**src/rtl/iic_oled_if.sv**
```systemverilog
// Request/handshake and open-drain pin signals between the OLED sequencer, the I2C
// byte driver and the pad. The driver uses the slave modport.
interface iic_oled_if;
    logic       iic_exec;
    logic       iic_w_ctrl;
    logic [7:0] iic_w_data;
    logic       iic_done;
    logic       iic_ack_err;
    logic       iic_scl;
    logic       iic_sda_oe;
    logic       iic_sda_i;

    modport master (
        output iic_exec, iic_w_ctrl, iic_w_data, iic_sda_i,
        input  iic_done, iic_ack_err, iic_scl, iic_sda_oe
    );

    modport slave (
        input  iic_exec, iic_w_ctrl, iic_w_data, iic_sda_i,
        output iic_done, iic_ack_err, iic_scl, iic_sda_oe
    );
endinterface

```
**src/rtl/iic_oled_driver.sv**
```systemverilog
// Byte-level I2C write master for an SSD1306-class panel: each request sends
// START, address+W, control byte, payload byte, STOP on an open-drain SCL/SDA pair.
//
// state   | meaning
// --------+-------------------------------------------------------------
// S_IDLE  | ready, iic_done=1, divider held at 0
// S_START | SCL high, SDA pulled low at P2
// S_ADDR  | slave address + W, MSB first
// S_ACK1  | address ACK slot, NACK aborts to STOP
// S_CTRL  | control byte (command or data)
// S_ACK2  | control ACK slot
// S_DATA  | payload byte
// S_ACK3  | payload ACK slot
// S_STOP  | SDA low, SCL high, then SDA released
module iic_oled_driver #(
    parameter int unsigned CLK_FREQ   = 50_000_000,
    parameter int unsigned IIC_FREQ   = 400_000,
    parameter logic [6:0]  SLAVE_ADDR = 7'h3C,
    parameter logic [7:0]  CMD_CTRL   = 8'h00,
    parameter logic [7:0]  DATA_CTRL  = 8'h40
) (
    input logic        sys_clk,
    input logic        sys_rst,
    iic_oled_if.slave  bus
);

    localparam int unsigned QTR       = CLK_FREQ / (4 * IIC_FREQ);
    localparam int unsigned DIV_W     = $clog2(QTR);
    localparam logic [DIV_W-1:0] DIV_LOAD = DIV_W'(QTR - 1);
    localparam logic [DIV_W-1:0] DIV_ONE  = DIV_W'(1);
    localparam logic [7:0] ADDR_BYTE  = {SLAVE_ADDR, 1'b0};

    typedef enum logic [3:0] {
        S_IDLE, S_START, S_ADDR, S_ACK1, S_CTRL, S_ACK2, S_DATA, S_ACK3, S_STOP
    } state_t;

    state_t           state_q, state_d;
    logic [DIV_W-1:0] div_q, div_d;
    logic [1:0]       phase_q, phase_d;
    logic [2:0]       bit_q, bit_d;
    logic             ctrl_q, ctrl_d;
    logic [7:0]       data_q, data_d;
    logic             ack_err_q, ack_err_d;
    logic             scl_q, scl_d;
    logic             sda_oe_q, sda_oe_d;

    logic             tick;
    logic             bit_end;
    logic [7:0]       byte_cur;

    always_comb begin
        state_d   = state_q;
        div_d     = div_q;
        phase_d   = phase_q;
        bit_d     = bit_q;
        ctrl_d    = ctrl_q;
        data_d    = data_q;
        ack_err_d = ack_err_q;
        scl_d     = 1'b1;
        sda_oe_d  = 1'b0;

        tick    = (div_q == '0);
        bit_end = tick && (phase_q == 2'd3);

        case (state_q)
            S_CTRL:  byte_cur = ctrl_q ? CMD_CTRL : DATA_CTRL;
            S_DATA:  byte_cur = data_q;
            default: byte_cur = ADDR_BYTE;
        endcase

        if (state_q != S_IDLE) begin
            div_d = tick ? DIV_LOAD : (div_q - DIV_ONE);
            if (tick) begin
                phase_d = phase_q + 2'd1;
            end
        end

        case (state_q)
            S_IDLE: begin
                div_d   = '0;
                phase_d = 2'd0;
                if (bus.iic_exec) begin
                    ctrl_d    = bus.iic_w_ctrl;
                    data_d    = bus.iic_w_data;
                    ack_err_d = 1'b0;
                    div_d     = DIV_LOAD;
                    state_d   = S_START;
                end
            end
            S_START: begin
                scl_d    = (phase_q != 2'd3);
                sda_oe_d = phase_q[1];
                if (bit_end) begin
                    bit_d   = 3'd7;
                    state_d = S_ADDR;
                end
            end
            S_ADDR, S_CTRL, S_DATA: begin
                scl_d    = phase_q[0] ^ phase_q[1];
                sda_oe_d = ~byte_cur[bit_q];
                if (bit_end) begin
                    // bit_q wraps 0 -> 7, ready for the next byte
                    bit_d = bit_q - 3'd1;
                    if (bit_q == 3'd0) begin
                        case (state_q)
                            S_ADDR:  state_d = S_ACK1;
                            S_CTRL:  state_d = S_ACK2;
                            default: state_d = S_ACK3;
                        endcase
                    end
                end
            end
            S_ACK1, S_ACK2, S_ACK3: begin
                scl_d = phase_q[0] ^ phase_q[1];
                if (tick && (phase_q == 2'd2) && bus.iic_sda_i) begin
                    ack_err_d = 1'b1;
                end
                if (bit_end) begin
                    if (ack_err_q || (state_q == S_ACK3)) begin
                        state_d = S_STOP;
                    end else if (state_q == S_ACK1) begin
                        state_d = S_CTRL;
                    end else begin
                        state_d = S_DATA;
                    end
                end
            end
            S_STOP: begin
                scl_d    = (phase_q != 2'd0);
                sda_oe_d = ~phase_q[1];
                if (bit_end) begin
                    state_d = S_IDLE;
                end
            end
            default: state_d = S_IDLE;
        endcase
    end

    always_ff @(posedge sys_clk) begin
        if (sys_rst) begin
            state_q   <= S_IDLE;
            div_q     <= '0;
            phase_q   <= 2'd0;
            bit_q     <= 3'd7;
            ctrl_q    <= 1'b0;
            data_q    <= 8'h00;
            ack_err_q <= 1'b0;
            scl_q     <= 1'b1;
            sda_oe_q  <= 1'b0;
        end else begin
            state_q   <= state_d;
            div_q     <= div_d;
            phase_q   <= phase_d;
            bit_q     <= bit_d;
            ctrl_q    <= ctrl_d;
            data_q    <= data_d;
            ack_err_q <= ack_err_d;
            scl_q     <= scl_d;
            sda_oe_q  <= sda_oe_d;
        end
    end

    // Pins come straight from flops so SCL/SDA never glitch on state decode
    assign bus.iic_done    = (state_q == S_IDLE);
    assign bus.iic_ack_err = ack_err_q;
    assign bus.iic_scl     = scl_q;
    assign bus.iic_sda_oe  = sda_oe_q;

endmodule

```
**src/flat_wrapper.sv**
```systemverilog
// flat-port wrapper written by rule: the top's interface ports become plain ports
module iic_oled_driver_flat 
#(
    parameter int unsigned CLK_FREQ   = 50_000_000,
    parameter int unsigned IIC_FREQ   = 400_000,
    parameter logic [6:0]  SLAVE_ADDR = 7'h3C,
    parameter logic [7:0]  CMD_CTRL   = 8'h00,
    parameter logic [7:0]  DATA_CTRL  = 8'h40
)
  (sys_clk, sys_rst, bus_iic_exec, bus_iic_w_ctrl, bus_iic_w_data, bus_iic_sda_i, bus_iic_done, bus_iic_ack_err, bus_iic_scl, bus_iic_sda_oe);
  iic_oled_if bus_i ();
  input logic sys_clk;
  input logic sys_rst;
  input wire logic [$bits(bus_i.iic_exec)-1:0] bus_iic_exec;
  input wire logic [$bits(bus_i.iic_w_ctrl)-1:0] bus_iic_w_ctrl;
  input wire logic [$bits(bus_i.iic_w_data)-1:0] bus_iic_w_data;
  input wire logic [$bits(bus_i.iic_sda_i)-1:0] bus_iic_sda_i;
  output wire logic [$bits(bus_i.iic_done)-1:0] bus_iic_done;
  output wire logic [$bits(bus_i.iic_ack_err)-1:0] bus_iic_ack_err;
  output wire logic [$bits(bus_i.iic_scl)-1:0] bus_iic_scl;
  output wire logic [$bits(bus_i.iic_sda_oe)-1:0] bus_iic_sda_oe;
  assign bus_i.iic_exec = bus_iic_exec;
  assign bus_i.iic_w_ctrl = bus_iic_w_ctrl;
  assign bus_i.iic_w_data = bus_iic_w_data;
  assign bus_i.iic_sda_i = bus_iic_sda_i;
  assign bus_iic_done = bus_i.iic_done;
  assign bus_iic_ack_err = bus_i.iic_ack_err;
  assign bus_iic_scl = bus_i.iic_scl;
  assign bus_iic_sda_oe = bus_i.iic_sda_oe;
  iic_oled_driver #(.CLK_FREQ(CLK_FREQ), .IIC_FREQ(IIC_FREQ), .SLAVE_ADDR(SLAVE_ADDR), .CMD_CTRL(CMD_CTRL), .DATA_CTRL(DATA_CTRL)) u_core (.sys_clk(sys_clk), .sys_rst(sys_rst), .bus(bus_i));
endmodule
```
**config.mk**
```make
export PLATFORM = sky130hd
export DESIGN_NAME = iic_oled_driver_flat
export DESIGN_NICKNAME = d
export VERILOG_FILES = /design/src/rtl/iic_oled_if.sv /design/src/rtl/iic_oled_driver.sv /design/src/flat_wrapper.sv
export SDC_FILE = /design/constraint.sdc
export NUM_CORES = 1
export LEC_CHECK = 0
export BUFFER_PORTS_ARGS = -buffer_cell sky130_fd_sc_hd__buf_4
export CAP_MARGIN = 20
export CORE_ASPECT_RATIO = 0.5
export CORE_MARGIN = 2
export CORE_UTILIZATION = 51
export CTS_BUF_LIST = sky130_fd_sc_hd__clkbuf_4 sky130_fd_sc_hd__clkbuf_8
export DETAILED_ROUTE_END_ITERATION = 16
export PLACE_DENSITY = 0.71
export SYNTH_ARGS = -nofsm -noshare
export SYNTH_HDL_FRONTEND = slang
export SYNTH_SLANG_ARGS = --single-unit
```
**constraint.sdc**
```tcl
create_clock -name sys_clk -period 2.5 [get_ports sys_clk]
set_input_delay 0.25 -clock sys_clk [delete_from_list [all_inputs] [get_ports sys_clk]]
set_output_delay 0.25 -clock sys_clk [all_outputs]
set_load 0.02 [all_outputs]
```
# Word-level counts from Yosys, hierarchy flattened
# Index checks and enable logic that the tools add are counted.
# W data, S select, Z words.
[totals]
out_inout_bits = 4
ff_bits = 26
[classes]
mux = 26
n_eq_ne = 18
bitwise = 3
add_sub_neg = 3
order_cmp = 1
reduce_logical = 21
[op_table]
columns = ["cell", "count"]
rows = [
  ["$mux W4", 7],
  ["$mux W5", 4],
  ["$pmux W4 S5", 1],
  ["$eq A4 B3 Y1 const B", 4],
  ["$pmux W8 S2", 1],
  ["$ne A2 B1 Y1 const B", 6],
  ["$pmux W3 S2", 2],
  ["$eq A4 B2 Y1 const B", 2],
  ["$reduce_bool A2 Y1", 4],
  ["$mux W7", 1],
  ["$mux W3", 2],
  ["$pmux W1 S3", 2],
  ["$reduce_and A3 Y1", 2],
  ["$reduce_and A6 Y1", 1],
  ["$reduce_or A3 Y1", 2],
  ["$reduce_or A6 Y1", 1],
  ["$logic_not A5 Y1", 1],
  ["$sub A5 B1 Y5 const B", 1],
  ["$eq A2 B2 Y1 const B", 2],
  ["$eq A4 B1 Y1 const B", 1],
  ["$eq A4 B4 Y1 const B", 1],
  ["$logic_not A4 Y1", 1],
  ["$lt A3 B4 Y1 const B", 1],
  ["$ne A2 B2 Y1 const B", 2],
  ["other kinds (14)", 20],
]

# Depth between registers and ports, before layout
# Gate-level depths: netlist of the first run.
[logic_depth]
depth_word = 6
mapped_depth = 8
depth_no_buf = 6

# Least setup slack after synthesis of the first run
# No wires, ideal clock.
[synth_timing]
path_kind = "register to register"
startpoint = "reg u_core.div_q[0]"
endpoint = "reg u_core.state_q[2]"
arrival_ps = 1600
n_path_buf = 0
stages_incl_launch_ff = 7
path_slack_ps = 779
cell_sequence = "dfxtp_1 > inv_1 > ha_1 > nor4b_4 > nand2_2 > a221oi_2 > mux2_2"
[synth_via]
elab_chain_cells = 4
[synth_lines]
columns = ["item", "line", "text"]
rows = [
  ["start: declaration", "iic_oled_driver.sv:38", "logic [DIV_W-1:0] div_q, div_d;"],
  ["start signal: assignment", "iic_oled_driver.sv:152", "div_q <= div_d;"],
  ["$logic_not A5 Y1 (*)", "iic_oled_driver.sv:62", "tick = (div_q == '0);"],
  ["$logic_and A1 B1 Y1 (*)", "iic_oled_driver.sv:63", "bit_end = tick && (phase_q == 2'd3);"],
  ["$ne A2 B1 Y1 (no line)", "n/a", ""],
  ["$reduce_and A6 Y1 (no line) (*)", "n/a", ""],
  ["end signal: assignment", "iic_oled_driver.sv:151", "state_q <= state_d;"],
  ["end: declaration", "iic_oled_driver.sv:37", "state_t state_q, state_d;"],
]
# Every way passes the cells marked *; elsewhere a longest branch is shown, timed or not.
# A chain may end at the register's enable or synchronous reset.

# Worst setup path after layout of the first run
[layout_timing]
startpoint = "reg u_core.state_q[0]"
endpoint = "out bus_iic_done"
[layout_via]
elab_chain_cells = 1
[layout_lines]
columns = ["item", "line", "text"]
rows = [
  ["$logic_not A4 Y1", "iic_oled_driver.sv:164", "assign bus.iic_done = (state_q == S_IDLE);"],
  ["end: declaration", "flat_wrapper.sv:18", "output wire logic [$bits(bus_i.iic_done)-1:0] bus_iic_done;"],
]
# No other way between the ends.

==> summary.md, run 1 <==
| Metric | Value |
|---|---|
| Ports | 17 |
| Proportion of total power due to net switching | between 20% and 30% |
| CP Launch Type | register |
| Share of layout cells above drive strength 1 | between 10% and 20% |
| Worst hold path startpoint | bus_iic_w_data[7] |
| Clock-pin slew on the worst setup and hold paths | 80 ps |
| Post-synthesis sequential element count | 26 |
| Met2 track utilization from global routing | 32.9% |
| Number of antenna cells inserted | 0 |
| Instance count along the most critical hold path | 3 |
| Global routing met3 resource utilization | between 4 and 5% |
| Maximum number of pins on one net before global-route repair | 21 |
| Final slew viol count | 0 |
| Die Span X | a little under 80 µm |
| Post-detailed-route via-to-cell ratio | around 5.5 |
| Core Region | 0.00262 mm² |
| Worst min-delay path endpoint | u_core.data_q[7] |
| Most frequent cells in the layout | 26 x sky130_fd_sc_hd__dfxtp_1, 24 x sky130_fd_sc_hd__nand2_1, 22 x sky130_fd_sc_hd__a21oi_1 |
| Post-synth ARST share | 0% |
| Worst slew margin | between 60% and 70% |
| Met1 track utilization from global routing | 26.1% |
| Clock net sink count | 26 |
| Leading cell type in the layout, fill and taps excluded | sky130_fd_sc_hd__dfxtp_1 |
| Row count | 13 |
| Arrival time reported for the critical path endpoint | 1660 ps |
| RSZ-0062 raised after global routing | no |
| Final hold violation count | 0 |
| Number of buffers inserted during clock tree synthesis | 3 |
| Worst R2R Setup Slack | approximately 640 ps |
| Number of max-cap violations | 0 |
| Number of enable flip-flop cells after synthesis | 0 |
| Finish-stage setup viols | 0 |
| Result of the run | finished clean |
| Y dimension of the die | approximately 41 µm |
| Placer Congestion | roughly 0.87 |
| Syn nets | between 150 and 200 |
| Insertion delay of the later-clocked pin in the worst-skew pair | about 270 ps |
| GR peak layer | met2 |
| Area grow syn2layout | 11.8% |
| Cells after synthesis | roughly 170 |
| TritonCTS clock tree | done |
| Synthesis warning total | 0 |
| Maximum net fanout on the critical path | 15 |
| Average cell area after synthesis | around 8.4 µm² |
| Sequential area share after synthesis | between 30% and 40% |
| Remaining Overflow, GRT | 0 |
| Post-cts gate resize count | 0 |
| Worst flop-to-flop path startpoint | u_core.state_q[1] |
| Synthesized cell area | about 0.0014 mm² |
| Initial Utilization | between 50% and 60% |
| Routed wire length | 2850 µm |
| Setup Skew | 3.60 ps |
| Worst Reg2Reg Path Length in Cells | 4 |
| Cell area power density | approximately 500 mW/mm² |
| Leakage dissipation | roughly 0.66 nW |
| GR Util All Layers | 19.5% |
| Type of the worst setup path | reg -> out |
| Min cycle time layout | around 1900 ps |
| Design internal power | between 500 and 600 µW |
| Achievable frequency | 523 MHz |
| HPWL reported at the end of detailed placement | around 2100 µm |
| NetSw | a little under 200 µW |
| Kind of capture point of the worst setup path | primary output |
| CTS H-tree depth | 1 |
| Root buffer cell | sky130_fd_sc_hd__clkbuf_8 |
| Data required time of the critical path | 2250 ps |
| Primary flip-flop cell chosen by synthesis mapping | sky130_fd_sc_hd__dfxtp_1 |
| Drt initial violations | between 80 and 90 |
| Count of hold buffers inserted by post-cts repair | 0 |
| Crit share post-route | about three quarters |
| Max Buffers Root-to-Sink | 2 |
| Number of unique standard cell types used by synthesis | 46 |
| Number of global-route vias before repair | a little under 1000 |
| Type of the most critical hold path | in -> reg |
| VDD IR-drop max | slightly below 0.3 mV |
| Buffers on Ports | 16 |
| Die footprint | ~0.0033 mm² |
| Drt wl/cell | 13.1 µm |
| Fraction of power consumed by sequential logic | a little under three fifths |
| Number of nets in the final layout | between 200 and 250 |
| Hold_ws | ~220 ps |
| DRC violations left | 0 |
| Slew at the pin closest to its max-slew limit | a little under 500 ps |
| First drt pass iteration count | 4 |
| Clock share of power | 29.5% |
| First-pass GRT wire length | about 4700 µm |
| Number of setup buffers added after CTS | 0 |
| Number of antenna violations at the first check in global routing | 0 |
| DRT antenna net count | 0 |
| Via count | around 1200 |
| Total Negative Setup Slacks | 0 ps |
| Power share of the combinational group | 13.4% |
| Capture instance of the worst register-to-register path | u_core.state_q[2] |
critical path, stage by stage, from the launching register on:
cell	delay, ps
sky130_fd_sc_hd__dfxtp_1	600
sky130_fd_sc_hd__nor2_1	230
sky130_fd_sc_hd__nand2_1	150
sky130_fd_sc_hd__clkinv_1	190
sky130_fd_sc_hd__buf_4	220
cells in the mapped netlist (2+ instances only):
| cell | count | area (µm²) |
|---|---|---|
| sky130_fd_sc_hd__dfxtp_1 | 26 | 521 |
| sky130_fd_sc_hd__nand2_1 | 24 | 90.1 |
| sky130_fd_sc_hd__a21oi_1 | 22 | 110 |
| sky130_fd_sc_hd__inv_1 | 9 | 33.8 |
| sky130_fd_sc_hd__nor2_1 | 9 | 33.8 |
| sky130_fd_sc_hd__ha_1 | 7 | 87.6 |
| sky130_fd_sc_hd__nor3_1 | 6 | 30.0 |
| sky130_fd_sc_hd__o21ai_0 | 6 | 30.0 |
| sky130_fd_sc_hd__mux2i_1 | 5 | 50.1 |
| sky130_fd_sc_hd__clkbuf_1 | 4 | 15.0 |
| sky130_fd_sc_hd__and4_1 | 3 | 26.3 |
| sky130_fd_sc_hd__buf_4 | 3 | 22.5 |
| sky130_fd_sc_hd__nor2b_1 | 3 | 18.8 |
| sky130_fd_sc_hd__xnor2_1 | 3 | 26.3 |
| sky130_fd_sc_hd__a211oi_1 | 2 | 15.0 |
| sky130_fd_sc_hd__buf_2 | 2 | 10.0 |
| sky130_fd_sc_hd__mux2_2 | 2 | 22.5 |
| sky130_fd_sc_hd__nand3b_1 | 2 | 15.0 |
| sky130_fd_sc_hd__nor3b_1 | 2 | 15.0 |
| sky130_fd_sc_hd__o2111a_1 | 2 | 22.5 |
| sky130_fd_sc_hd__or2_2 | 2 | 12.5 |
kinds of logic after synthesis:
kind of cell | after synthesis | synth area share, %
AND/OR/NAND/NOR | 63 | 24.1
flip-flops | 26 | 36.6
AO/OA/AOI/OAI | 43 | 19.5
XOR/XNOR | 4 | 2.47
buffers and inverters | 19 | 5.99
adder cells (fa/ha/maj) | 7 | 6.16
multiplexers | 7 | 5.11
worst max-delay path by stage:
stage | slack [ps] | from | to
floorplan | 780 | u_core.div_q[0] | u_core.state_q[2]
global placement | 670 | u_core.state_q[1] | u_core.state_q[2]
detailed placement | 670 | u_core.state_q[1] | u_core.state_q[2]
CTS | 630 | u_core.state_q[0] | bus_iic_done
global route | 420 | u_core.state_q[0] | u_core.ctrl_q
finish | 590 | u_core.state_q[0] | bus_iic_done
sequential cells by signal (all words and copies together) (netlist names):
name / count
u_core.bit_q: 3
u_core.bus.iic_ack_err: 1
u_core.phase_q: 2
u_core.data_q: 8
u_core.bus.iic_scl: 1
u_core.ctrl_q: 1
u_core.bus.iic_sda_oe: 1
u_core.div_q: 5
u_core.state_q: 4
power groups by stage:
stage                     logic [mW]  registers [mW]  clock network [mW]
after floorplan               0.0761           0.453                   0
after global placement         0.105           0.458                   0
after detailed placement       0.105           0.459                   0
after CTS                      0.106           0.449               0.242
after global routing           0.117           0.453               0.257
final                          0.105           0.449               0.233
stage by stage:
stage	utilization (%)	instances	area (µm²)	total power, mW	worst slack [ps]
after global routing	60.7	217	1590	0.826	420
after global placement	59.1	214	1550	0.563	672
after CTS	60.7	217	1590	0.797	629
after detailed placement	59.1	214	1550	0.564	669
after floorplan	-	169	1420	0.529	779
final	60.7	217	1590	0.787	587
final cells by class:
| type | instances | area [µm²] |
|---|---|---|
| fillers | 249 | 1030 |
| multi-input cells | 124 | 816 |
| flip-flops and latches | 26 | 520 |
| repair buffers | 17 | 128 |
| well taps | 37 | 46.3 |
| clock buffers | 3 | 41.3 |
| inverters | 10 | 37.5 |
per-layer routing:
metal  vias up  routed length [µm]
met3         5                 108
met1       542                1460
met4         0                  21
met2        20                1260
met5         -                   0
li1        621                   -
(Power assumes the default switching activity.)
==> run 2: changes to the inputs <==
--- a/config.mk
+++ b/config.mk
@@ -12,7 +12,7 @@
 export CORE_UTILIZATION = 51
 export CTS_BUF_LIST = sky130_fd_sc_hd__clkbuf_4 sky130_fd_sc_hd__clkbuf_8
 export DETAILED_ROUTE_END_ITERATION = 16
-export PLACE_DENSITY = 0.71
+export PLACE_DENSITY = 0.74
 export SYNTH_ARGS = -nofsm -noshare
 export SYNTH_HDL_FRONTEND = slang
 export SYNTH_SLANG_ARGS = --single-unit
==> constraint.sdc (replaced) <==
create_clock -name sys_clk -period 1.75 [get_ports sys_clk]
set_input_delay 0.175 -clock sys_clk [delete_from_list [all_inputs] [get_ports sys_clk]]
set_output_delay 0.175 -clock sys_clk [all_outputs]
set_load 0.02 [all_outputs]
==> run 2 against run 1 <==
Critical path depth is the same. Register-to-register slack lost 570 ps. Routed wire length grew 7.9%. Final area grew 8.0%. Via count grew 4.5%.
==> summary.md, run 2 (synthesized netlist as in run 1, its figures left out) <==
| Metric | Value |
|---|---|
| Most frequent cells in the layout | 29 x sky130_fd_sc_hd__buf_4, 24 x sky130_fd_sc_hd__nand2_1, 24 x sky130_fd_sc_hd__dfxtp_1 |
| Total Negative Setup Slacks | 0 ps |
| Crit share post-route | between 90% and 100% |
| Maximum number of pins on one net before global-route repair | 21 |
| Share of layout cells above drive strength 1 | a little over a quarter |
| DRC violations left | 0 |
| Area of all placed cells without fillers | 0.00172 mm² |
| First drt pass iteration count | 4 |
| Via count | between 1000 and 1500 |
| Worst Reg2Reg Path Length in Cells | 4 |
| Total placed instance area | around 0.0016 mm² |
| Row count | 13 |
| Y dimension of the die | 41.3 µm |
| CTS H-tree depth | 1 |
| Cell area power density | around 710 mW/mm² |
| Number of buffers inserted during clock tree synthesis | 3 |
| Type of the most critical hold path | in -> reg |
| DRT antenna net count | 0 |
| Worst slew margin | about three quarters |
| Setup Skew | a little under 2 ps |
| Number of cells on the critical path | 4 |
| Critical path buffers and inverters | 0 |
| Number of max-cap violations | 0 |
| Number of global-route vias before repair | around 1100 |
| Worst path slowest cell | sky130_fd_sc_hd__dfxtp_1 |
| Biggest register | u_core.data_q |
| Achievable frequency | slightly below 600 MHz |
| Root buffer cell | sky130_fd_sc_hd__clkbuf_8 |
| HPWL reported at the end of detailed placement | approximately 2300 µm |
| Cell family with the largest share of critical-path delay | multiplexers |
| Registers with the most flip-flops | u_core.data_q x8, u_core.div_q x5, u_core.state_q x4 |
| Ports | 17 |
| Clock-pin slew on the worst setup and hold paths | 90 ps |
| Instance count along the most critical hold path | 3 |
| Final slew viol count | 0 |
| Leakage dissipation | around 0.73 nW |
| Die Span X | 78.7 µm |
| Arrival time reported for the critical path endpoint | between 1500 and 2000 ps |
| Number of nets in the final layout | about 210 |
| Type of the worst setup path | reg -> reg |
| Core Region | about 0.0026 mm² |
| Max Buffers Root-to-Sink | 2 |
| Buffers on Ports | 16 |
| TritonCTS clock tree | done |
| Clock net sink count | 26 |
| Placer Congestion | roughly 0.89 |
| VDD IR-drop max | between 0.4 and 0.5 mV |
| Finish-stage setup viols | 0 |
| Area grow syn2layout | 20.8% |
| Leading cell type in the layout, fill and taps excluded | sky130_fd_sc_hd__buf_4 |
| Initial Utilization | 54.3% |
| Insertion delay of the later-clocked pin in the worst-skew pair | 280 ps |
| Routed wire length | approximately 3100 µm |
| First-pass GRT wire length | just over 5000 µm |
| Cell total after placement | ~230 |
| Maximum net fanout on the critical path | 7 |
| Final hold violation count | 0 |
| Die footprint | ~0.0033 mm² |
| List of cells traversed by the critical path | or2_2 -> mux2i_1 -> a221oi_2 -> mux2_4 |
| CP Launch Type | register |
| Min cycle time layout | 1680 ps |
| Number of antenna cells inserted | 0 |
| Kind of capture point of the worst setup path | register |
| Post-detailed-route via-to-cell ratio | roughly 5.4 |
| Drt initial violations | 88 |
| Max reg flops | 8 |
| GR Util All Layers | 21.7% |
| Result of the run | finished clean |
| Min setup slack post-route | 66.9 ps |
| Drt wl/cell | 13.4 µm |
| Place WS | approximately 74 ps |
| Peak per-stage delay on the critical path | 370 ps |
| Slew at the pin closest to its max-slew limit | 365 ps |
| Final std cells w/o fill | 230 |
| Number of antenna violations at the first check in global routing | 0 |
| Power Total | around 1.2 mW |
| Remaining Overflow, GRT | 0 |
| Data required time of the critical path | ~1900 ps |
run 2: worst reg2reg max path, cell delays in order (launching register included):
cell                       delay (ps)
sky130_fd_sc_hd__dfxtp_1          370
sky130_fd_sc_hd__or2_2            370
sky130_fd_sc_hd__mux2i_1          190
sky130_fd_sc_hd__a221oi_2         320
sky130_fd_sc_hd__mux2_4           330
run 2: final cells by class:
type / count / area (µm²)
Clock buffer: 4 / 55.1
Fill cell: 235 / 902
Inverter: 10 / 37.5
Multi-Input combinational cell: 124 / 837
Sequential cell: 26 / 523
Tap cell: 37 / 46.3
Timing Repair Buffer: 29 / 218
run 2: per-layer routing:
metal / wire length (µm) / track usage [%]
met5: 0 / 0
met4: 46 / 7.89
met3: 118 / 6.25
met2: 1430 / 38.2
met1: 1480 / 26.7
run 2: worst paths after layout:
| check | startpoint | slack, ps | end |
|---|---|---|---|
| worst max-delay path | u_core.state_q[2] | 70 | u_core.state_q[2] |
| worst min-delay path | bus_iic_w_data[4] | 140 | u_core.data_q[4] |
| worst max register to register | u_core.state_q[2] | 70 | u_core.state_q[2] |
| worst min register to register | u_core.div_q[0] | 430 | u_core.div_q[0] |
run 2: where the power goes:
part	internal [mW]	total, mW	leakage (nW)	switching [mW]
registers	0.618	0.641	0.213	0.0230
logic	0.0841	0.171	0.484	0.0869
clock network	0.202	0.400	0.0288	0.199
run 2: through the flow:
step | util [%] | hold slack (ps)
CTS | 64.6 | 132
global route | 65.6 | 137
finish | 65.6 | 138
detailed placement | 62.5 | 432
floorplan | - | 311
global placement | 62.5 | 420
run 2: timing repair:
item                       4_1_cts  5_1_grt
setup endpoints to repair        0        1
hold buffers                     0        0
setup buffers                    0        0
gates resized for setup          0        8
==> run 3: changes to the inputs <==
--- a/config.mk
+++ b/config.mk
@@ -12,7 +12,7 @@
 export CORE_UTILIZATION = 51
 export CTS_BUF_LIST = sky130_fd_sc_hd__clkbuf_4 sky130_fd_sc_hd__clkbuf_8
 export DETAILED_ROUTE_END_ITERATION = 16
-export PLACE_DENSITY = 0.74
+export PLACE_DENSITY = 0.82
 export SYNTH_ARGS = -nofsm -noshare
 export SYNTH_HDL_FRONTEND = slang
 export SYNTH_SLANG_ARGS = --single-unit
==> run 3 against run 2 <==
Worst setup slack gained 15 ps. Clock power shrank 18%. Sequential share of layout area grew 0.21 points. Critical endpoint unchanged. Sequential power is essentially flat. Global-route usage shrank 1.4 points. Hold slack gained 11 ps. Combinational power is essentially flat. Final cell count shrank 0.43%. Die area is the same. Sequential cell count is the same. Highest routed layer unchanged. Total power shrank 5.5%.
==> summary.md, run 3 (synthesized netlist as in run 1, its figures left out) <==
| Metric | Value |
|---|---|
| Result of the run | finished clean |
| Capture instance of the worst register-to-register path | u_core.state_q[2] |
| Cell total after placement | between 200 and 250 |
| Number of global-route vias before repair | between 1000 and 1500 |
| Number of inserted filler cells in the final layout | between 200 and 250 |
| First drt pass iteration count | 4 |
| Max reg flops | 8 |
| Data required time of the critical path | between 1500 and 2000 ps |
| First-pass GRT wire length | about 5000 µm |
| Core Region | about 0.0026 mm² |
| Biggest register | u_core.data_q |
| Y dimension of the die | ~41 µm |
| Row count | 13 |
| Buffers on Ports | 16 |
| DRT antenna net count | 0 |
| Leakage dissipation | roughly 0.73 nW |
| Final std cells w/o fill | approximately 230 |
| Number of nets in the final layout | ~210 |
| Initial Utilization | 54.3% |
| Achievable frequency | around 600 MHz |
| Total area of sequential cells | 524 µm² |
| Worst R2R Setup Slack | about 82 ps |
| Max Buffers Root-to-Sink | 2 |
| GR Util All Layers | 20.3% |
| VDD IR-drop max | a little over 0.6 mV |
| Share of layout cells above drive strength 1 | between 20% and 30% |
| Ports | 17 |
| Number of buffers inserted during clock tree synthesis | 3 |
| Clock net sink count | 26 |
| Die Span X | 78.7 µm |
| Number of max-cap violations | 0 |
| Post-layout util | between 60 and 70% |
| Final hold violation count | 0 |
| Drt wl/cell | between 10 and 15 µm |
| Finish-stage setup viols | 0 |
| Area grow syn2layout | 20.2% |
| Via count | about 1300 |
| Drt initial violations | between 80 and 90 |
| Clock-pin slew on the worst setup and hold paths | approximately 90 ps |
| Cell area power density | between 600 and 700 mW/mm² |
| Endpoint of the most critical setup path | u_core.state_q[2] |
| CTS H-tree depth | 1 |
| Maximum number of pins on one net before global-route repair | 21 |
| Number of antenna violations at the first check in global routing | 0 |
| Root buffer cell | sky130_fd_sc_hd__clkbuf_8 |
| Registers with the most flip-flops | u_core.data_q x8, u_core.div_q x5, u_core.state_q x4 |
| Setup crit start | u_core.div_q[1] |
| Post-detailed-route via-to-cell ratio | 5.59 |
| Setup Skew | roughly 4.7 ps |
| DRC violations left | 0 |
| Final slew viol count | 0 |
| Insertion delay of the later-clocked pin in the worst-skew pair | approximately 270 ps |
| Worst flop-to-flop path startpoint | u_core.div_q[1] |
| Total placed instance area | 0.00163 mm² |
| Remaining Overflow, GRT | 0 |
| Kind of capture point of the worst setup path | register |
| Leading cell type in the layout, fill and taps excluded | sky130_fd_sc_hd__buf_4 |
| Die footprint | around 0.0033 mm² |
| Placer Congestion | 0.873 |
| Type of the worst setup path | reg -> reg |
| Worst Reg2Reg Path Length in Cells | 6 |
| Most frequent cells in the layout | 28 x sky130_fd_sc_hd__buf_4, 24 x sky130_fd_sc_hd__nand2_1, 23 x sky130_fd_sc_hd__dfxtp_1 |
| Routed wire length | 3070 µm |
| Area used by multi-input combinational logic | around 830 µm² |
| CP Launch Type | register |
| Min cycle time layout | roughly 1700 ps |
| Number of antenna cells inserted | 0 |
| Count of hold buffers inserted by post-cts repair | 0 |
| Arrival time reported for the critical path endpoint | between 1500 and 2000 ps |
| Type of the most critical hold path | in -> reg |
| Area of all placed cells without fillers | between 0.0015 and 0.002 mm² |
| Slew at the pin closest to its max-slew limit | about 350 ps |
| HPWL reported at the end of detailed placement | roughly 2200 µm |
| Crit share post-route | between 90% and 100% |
| Maximum net fanout on the critical path | 5 |
| TritonCTS clock tree | done |
| Worst slew margin | 76.3% |
[run 3: changes by cell type in the layout (fill, tap and decap cells not counted), sizes merged]
| cell | change |
|---|---|
| clkbuf | -1 |
[run 3: how the worst min path moves through the flow]
stage | start | to | slack (ps) | cells after the start
after floorplan | bus_iic_w_ctrl | u_core.ctrl_q | 310 | 2
after global placement | bus_iic_w_data[2] | u_core.data_q[2] | 420 | 3
after detailed placement | bus_iic_w_data[6] | u_core.data_q[6] | 430 | 3
after CTS | bus_iic_w_data[6] | u_core.data_q[6] | 150 | 3
after global routing | bus_iic_w_data[5] | u_core.data_q[5] | 150 | 3
final | bus_iic_w_data[4] | u_core.data_q[4] | 150 | 3
[run 3: per-stage QoR]
step	power, mW	hold WS [ps]	setup TNS, ps	setup WS, ps
after floorplan	0.756	311	0	29.0
after global placement	0.816	421	0	120
after detailed placement	0.820	433	0	54.8
after CTS	1.15	148	0	11.4
after global routing	1.20	149	-9.50	-9.50
final	1.15	149	0	81.5
[run 3: report_power, final]
group          internal (mW)  total (mW)  switching, mW
Sequential             0.618       0.643         0.0257
Combinational         0.0910       0.173         0.0817
Clock                  0.154       0.329          0.175
Total                  0.863        1.15          0.283
[run 3: final cells by class]
type / instances / share of cell area, %
clock buffers: 3 / 2.42
flip-flops and latches: 26 / 30.7
multi-input cells: 124 / 48.5
inverters: 10 / 2.20
well taps: 37 / 2.71
repair buffers: 29 / 13.5
[run 3: worst max-delay path: stages (launching register included)]
cell                       delay [ps]
sky130_fd_sc_hd__dfxtp_1          320
sky130_fd_sc_hd__inv_1             70
sky130_fd_sc_hd__ha_1             140
sky130_fd_sc_hd__nor4b_4          320
sky130_fd_sc_hd__nand2_2          110
sky130_fd_sc_hd__a221oi_2         280
sky130_fd_sc_hd__mux2_4           320
[run 3: metal layers]
layer,global-route usage [%],vias to the layer above,part of all wire (%)
li1,-,644,-
met1,22.0,595,46
met2,40.6,36,47
met3,6.03,4,5.4
met4,7.02,0,1.5
met5,0,-,0
[run 3: repair_timing]
action | CTS | global route
gates resized for setup | 0 | 7
setup endpoints to repair | 0 | 7
setup buffers | 0 | 3
hold endpoints to repair | 0 | 0
